--- src/rtl/clk_pulse_pkg.sv ---
// Shared edge_mode encodings, parameter limits and the edge qualifier
// used by every clk_pulse_multi channel.
package clk_pulse_pkg;

    typedef enum logic [1:0] {
        MODE_OFF  = 2'b00,
        MODE_RISE = 2'b01,
        MODE_FALL = 2'b10,
        MODE_BOTH = 2'b11
    } edge_mode_e;

    localparam int unsigned CHANNELS_MIN    = 1;
    localparam int unsigned CHANNELS_MAX    = 16;
    localparam int unsigned SYNC_STAGES_MIN = 2;
    localparam int unsigned SYNC_STAGES_MAX = 4;
    localparam int unsigned PULSE_LEN_MIN   = 1;
    localparam int unsigned PULSE_LEN_MAX   = 255;

    // Stretch counter width fixed by the largest PULSE_LEN.
    localparam int unsigned STRETCH_W = 8;
    // Arming counter must reach SYNC_STAGES_MAX + 1.
    localparam int unsigned ARM_W     = 3;

    function automatic logic edge_qualify(logic [1:0] mode, logic rise, logic fall);
        logic q;
        q = 1'b0;
        unique case (edge_mode_e'(mode))
            MODE_OFF:  q = 1'b0;
            MODE_RISE: q = rise;
            MODE_FALL: q = fall;
            MODE_BOTH: q = rise | fall;
        endcase
        return q;
    endfunction

endpackage

--- src/rtl/clk_pulse_chan.sv ---
// One channel: synchroniser, edge detector, pulse stretcher and, when
// CLK_PULSE_CNT_EN is defined, a wrapping edge counter with synchronous clear.
module clk_pulse_chan
    import clk_pulse_pkg::*;
#(
    parameter int unsigned SYNC_STAGES = 2,
    parameter int unsigned PULSE_LEN   = 1,
    parameter int unsigned CNT_WIDTH   = 16
) (
    input  logic                 clk_i,
    input  logic                 rst_ni,
    input  logic                 sig_i,
    input  logic [1:0]           edge_mode_i,
    input  logic                 armed_i,
    input  logic                 cnt_clr_i,
    output logic                 pulse_o,
    output logic [CNT_WIDTH-1:0] edge_cnt_o
);

    localparam logic [STRETCH_W-1:0] RELOAD = STRETCH_W'(PULSE_LEN);

    logic [SYNC_STAGES-1:0] sync_q, sync_d;
    logic                   prev_q, prev_d;
    logic [STRETCH_W-1:0]   stretch_q, stretch_d;
    logic                   pulse_q, pulse_d;
    logic                   sync_lvl, rise, fall, hit;

    assign sync_lvl = sync_q[SYNC_STAGES-1];
    assign rise     = sync_lvl & ~prev_q;
    assign fall     = ~sync_lvl & prev_q;
    assign hit      = armed_i & edge_qualify(edge_mode_i, rise, fall);

    // pulse_out is registered off the stretch counter, which puts the first
    // high cycle on the (SYNC_STAGES+1)th edge after the input is sampled.
    always_comb begin
        sync_d    = {sync_q[SYNC_STAGES-2:0], sig_i};
        prev_d    = sync_lvl;
        stretch_d = stretch_q;
        if (hit) begin
            stretch_d = RELOAD;
        end else if (stretch_q != '0) begin
            stretch_d = stretch_q - STRETCH_W'(1);
        end
        pulse_d = (stretch_q != '0);
    end

    always_ff @(posedge clk_i or negedge rst_ni) begin
        if (!rst_ni) begin
            sync_q    <= '0;
            prev_q    <= 1'b0;
            stretch_q <= '0;
            pulse_q   <= 1'b0;
        end else begin
            sync_q    <= sync_d;
            prev_q    <= prev_d;
            stretch_q <= stretch_d;
            pulse_q   <= pulse_d;
        end
    end

    assign pulse_o = pulse_q;

`ifdef CLK_PULSE_CNT_EN
    logic [CNT_WIDTH-1:0] cnt_q, cnt_d;

    always_comb begin
        cnt_d = cnt_q;
        if (cnt_clr_i) begin
            cnt_d = '0;
        end else if (hit) begin
            cnt_d = cnt_q + CNT_WIDTH'(1);
        end
    end

    always_ff @(posedge clk_i or negedge rst_ni) begin
        if (!rst_ni) begin
            cnt_q <= '0;
        end else begin
            cnt_q <= cnt_d;
        end
    end

    assign edge_cnt_o = cnt_q;
`else
    logic unused_cnt_clr;
    assign unused_cnt_clr = cnt_clr_i;
    assign edge_cnt_o     = '0;
`endif

endmodule

--- src/rtl/clk_pulse_multi.sv ---
// Multi-channel asynchronous edge to clk-domain pulse converter.
// Define CLK_PULSE_CNT_EN to enable the per-channel edge counters on edge_cnt.
module clk_pulse_multi
    import clk_pulse_pkg::*;
#(
    parameter int unsigned CHANNELS    = 4,
    parameter int unsigned SYNC_STAGES = 2,
    parameter int unsigned PULSE_LEN   = 1,
    parameter int unsigned CNT_WIDTH   = 16
) (
    input  logic                          clk,
    input  logic                          rst_n,
    input  logic [CHANNELS-1:0]           sig_in,
    input  logic [2*CHANNELS-1:0]         edge_mode,
    input  logic [CHANNELS-1:0]           cnt_clr,
    output logic [CHANNELS-1:0]           pulse_out,
    output logic [CHANNELS*CNT_WIDTH-1:0] edge_cnt
);

    localparam logic [ARM_W-1:0] ARM_DONE = ARM_W'(SYNC_STAGES + 1);

    logic [ARM_W-1:0] arm_q, arm_d;
    logic             armed;

    // Hold off detection until the synchronisers have flushed reset-time levels.
    assign armed = (arm_q == ARM_DONE);

    always_comb begin
        arm_d = arm_q;
        if (!armed) begin
            arm_d = arm_q + ARM_W'(1);
        end
    end

    always_ff @(posedge clk or negedge rst_n) begin
        if (!rst_n) begin
            arm_q <= '0;
        end else begin
            arm_q <= arm_d;
        end
    end

    for (genvar i = 0; i < CHANNELS; i++) begin : g_chan
        clk_pulse_chan #(
            .SYNC_STAGES (SYNC_STAGES),
            .PULSE_LEN   (PULSE_LEN),
            .CNT_WIDTH   (CNT_WIDTH)
        ) u_chan (
            .clk_i       (clk),
            .rst_ni      (rst_n),
            .sig_i       (sig_in[i]),
            .edge_mode_i (edge_mode[2*i +: 2]),
            .armed_i     (armed),
            .cnt_clr_i   (cnt_clr[i]),
            .pulse_o     (pulse_out[i]),
            .edge_cnt_o  (edge_cnt[i*CNT_WIDTH +: CNT_WIDTH])
        );
    end

endmodule

--- config.mk ---
export PLATFORM = sky130hd
export DESIGN_NAME = clk_pulse_multi
export DESIGN_NICKNAME = d
export VERILOG_FILES = /design/src/rtl/clk_pulse_pkg.sv /design/src/rtl/clk_pulse_chan.sv /design/src/rtl/clk_pulse_multi.sv
export SDC_FILE = /design/constraint.sdc
export NUM_CORES = 1
export LEC_CHECK = 0
export ABC_AREA = 1
export BUFFER_PORTS_ARGS = -buffer_cell sky130_fd_sc_hd__buf_2
export CAP_MARGIN = 10
export CORE_MARGIN = 2
export CORE_UTILIZATION = 41
export CTS_BUF_LIST = sky130_fd_sc_hd__clkbuf_16
export CTS_CLUSTER_DIAMETER = 30
export DETAILED_ROUTE_END_ITERATION = 10
export PLACE_DENSITY = 0.63
export SLEW_MARGIN = 10
export SYNTH_ARGS = -nofsm -noshare
export SYNTH_HDL_FRONTEND = slang
export SYNTH_HIERARCHICAL = 1
export SYNTH_SLANG_ARGS = --single-unit
--- constraint.sdc ---
create_clock -name clk -period 3.2 [get_ports clk]
set_input_delay 0.16 -clock clk [delete_from_list [all_inputs] [get_ports clk]]
set_output_delay 0.16 -clock clk [all_outputs]
set_load 0.01 [all_outputs]
==> results.cfg <==
[run_status]
status = finished, violations left
violations = negative hold slack

[routing]
routed_wl_mm = 5.124
vias = 2312
wl_per_cell_um = 9.489
via_per_inst = 4.281
firstDrtPassIters = 4
initialDrtViolationCount = 43
ant_nets = 0
drc = 0

[clocking]
cts_htree_levels = 2
clock_path_buffers = 2
cts_hold_buf = 4
cts_tree = done
clk_pin_slew_ns = 0.06
postCtsResizedCells = 0
clkSinkCount = 51
worstSkewPairLatency_ns = 0.28
cts_setup_buffers = 0
cts_buffers = 5
cts-root-buf = clkbuf_16

[critical_path]
cp_slowest_cell = dfrtp_1
cp-start-kind = flop
worstSetupPathType = flop to flop
max_stage_delay_ns = 0.39
cp_data_required_time_ns = 3.37
cpMostUsedCell = ha_1
crit_chain = ha_1, ha_1, a21boi_2, nand2_2, nand2_1, inv_1, nor2_1
arrival_ns = 1.70
cp_max_fo = 10
cp-end-kind = flop

[synth]
synthArstFlopShare_pct = 100.0
yosys.area.top_type = dfrtp_1
yosys.area_share.adder_pct = 7.111
synth_top_family_by_area = simple AND/OR/NAND/NOR gates
synthMuxAreaShare_pct = 0
synth-compound-area-share_pct = 3.144
synth_area_per_cell_um2 = 8.095
seq_area_frac_synth_pct = 38.17
ys_top_cells_by_area = dfrtp_1 (38%), buf_4 (14%), nand2_1 (8.4%)
synth-seq-cells = 51
synth_area_um2 = 3343
synth_xor_area_share_pct = 1.048
synthDistinctLibCells = 19
synth_warnings = 6
ys.flop_type = dfrtp_1
yosysTopAreaCellShare_pct = 38.17
synthSimpleGateAreaFrac_pct = 27.73
synth_edf_count = 0
syn-instance-count = 413

[global_routing]
first_global_vias = 2174
antenna_found_initial = 0
grt.overflow.total = 0
grt_pass1_wl_mm = 9.004
track_usage_pct = 12.41
grt_start_max_net_pins = 39

[finish]
layout_common_cells = nand2_1 (75), inv_1 (66), conb_1 (64)
diodes = 0
final_common_cell = nand2_1
drive_above_1_share_pct = 13.93
num-nets-final = 475
area_growth_pct = 4.154

[timing]
period_share_pct = 47.70
tns_ns = 0
tightestPinTransition_ns = 0.8449
holdWs_ns = -0.01998
setup_viol = 0
rsz0062_at_grt = false
max_slew_margin_pct = 43.67
slew_violations = 0
timing.final.crit_period_ns = 1.526
final-hold-violation-count = 29
max_clock_freq_mhz = 655.1
final.setup_skew_ns = 0.004713

[power]
power_mw = 2.842
vdd_drop_max_uv = 362.7
p_leak_nw = 1.969
power_density_nw_per_um2 = 816.1

[floorplanning]
fp.dieW_um = 94.30
die_area_um2 = 8892
initial_utilization_pct = 42.82
io_pins = 86
core_area_um2 = 7807
die_h_um = 94.30
num_rows = 32

[place]
routabilityCongestion = 0.7926
io_buffers = 17
place_hpwl_mm = 3.909

[hold_path]
hold_class = input port to async pin

[run]
maxCapViolCount = 0
==> final timing paths <==
kind	slack [ns]	cells past startpoint	start	endpoint
max in group asynchronous	2.52	2	rst_n	g_chan[2].u_chan/stretch_q[3]
min	-0.02	1	rst_n	g_chan[3].u_chan/stretch_q[1]
max reg2reg	1.67	7	arm_q[0]	g_chan[0].u_chan/stretch_q[6]
min in group clk	0.35	0	g_chan[0].u_chan/sync_q[0]	g_chan[0].u_chan/sync_q[1]
min reg2reg	0.35	0	g_chan[0].u_chan/sync_q[0]	g_chan[0].u_chan/sync_q[1]
max	1.67	7	arm_q[0]	g_chan[0].u_chan/stretch_q[6]
==> cell families after synthesis <==
group                      count (synthesis)
DFF                                       51
AOI/OAI and AO/OA                         13
and+or+nand+nor                          187
adders and majority gates                 19
other                                      4
buffers and inverters                    135
xor gates and xnor gates                   4
==> stage by stage <==
step	worst slack [ns]	hold slack, ns	util (%)	instances	area, um^2
global placement	1.670	0.2696	42.37	529	3308
global route	1.539	0.06221	44.60	540	3482
detailed placement	1.663	0.2694	42.37	529	3308
CTS	1.653	0.01928	44.60	540	3482
floorplan	1.855	-0.1356	-	473	3568
finish	1.674	-0.01998	44.60	540	3482
==> state kept, by name, summed over array words and instances, names as in the netlist <==
| name | cells |
|---|---|
| g_chan.u_chan/prev_q | 4 |
| g_chan.u_chan/pulse_o | 4 |
| g_chan.u_chan/sync_q | 8 |
| arm_q | 3 |
| g_chan.u_chan/stretch_q | 32 |
==> cells in the mapped netlist, types with 5 or more instances <==
cell / number
buf_4: 64
dfrtp_1: 51
ha_1: 19
inv_1: 66
inv_2: 5
nand2_1: 75
nand2_2: 8
nand3_1: 40
nand4_1: 16
nor2_1: 28
nor2_4: 12
==> where the power goes <==
part           total (mW)  internal, mW  switching (mW)  leakage (nW)
logic                1.27         0.495           0.778          1.28
clock network       0.492         0.281           0.211        0.0671
registers            1.08         0.852           0.223         0.622
==> area by class of cell <==
cell class | count | area (um^2)
clock inverters | 2 | 8.758
inverters | 71 | 266.5
clock buffers | 5 | 125.1
fillers | 787 | 4325
well taps | 102 | 127.6
repair buffers | 22 | 132.6
flip-flops and latches | 51 | 1276
multi-input cells | 287 | 1545
==> critical path: cells and delay by family, from the launching register on <==
family          cells  cell delay, ns
buf+inv             1            0.09
compound gates      1            0.17
flops               1            0.39
fa+ha+maj           2            0.46
simple gates        3            0.31
==> metal layers <==
| metal | track usage, % | share of wire (%) | vias up |
|---|---|---|---|
| met5 | 0 | 0 | - |
| met4 | 2.899 | 0.16 | 0 |
| met3 | 2.729 | 4.8 | 2 |
| met2 | 21.07 | 48 | 60 |
| met1 | 16.22 | 47 | 1061 |
| li1 | - | - | 1189 |
Power figures use the tool's default switching activity.
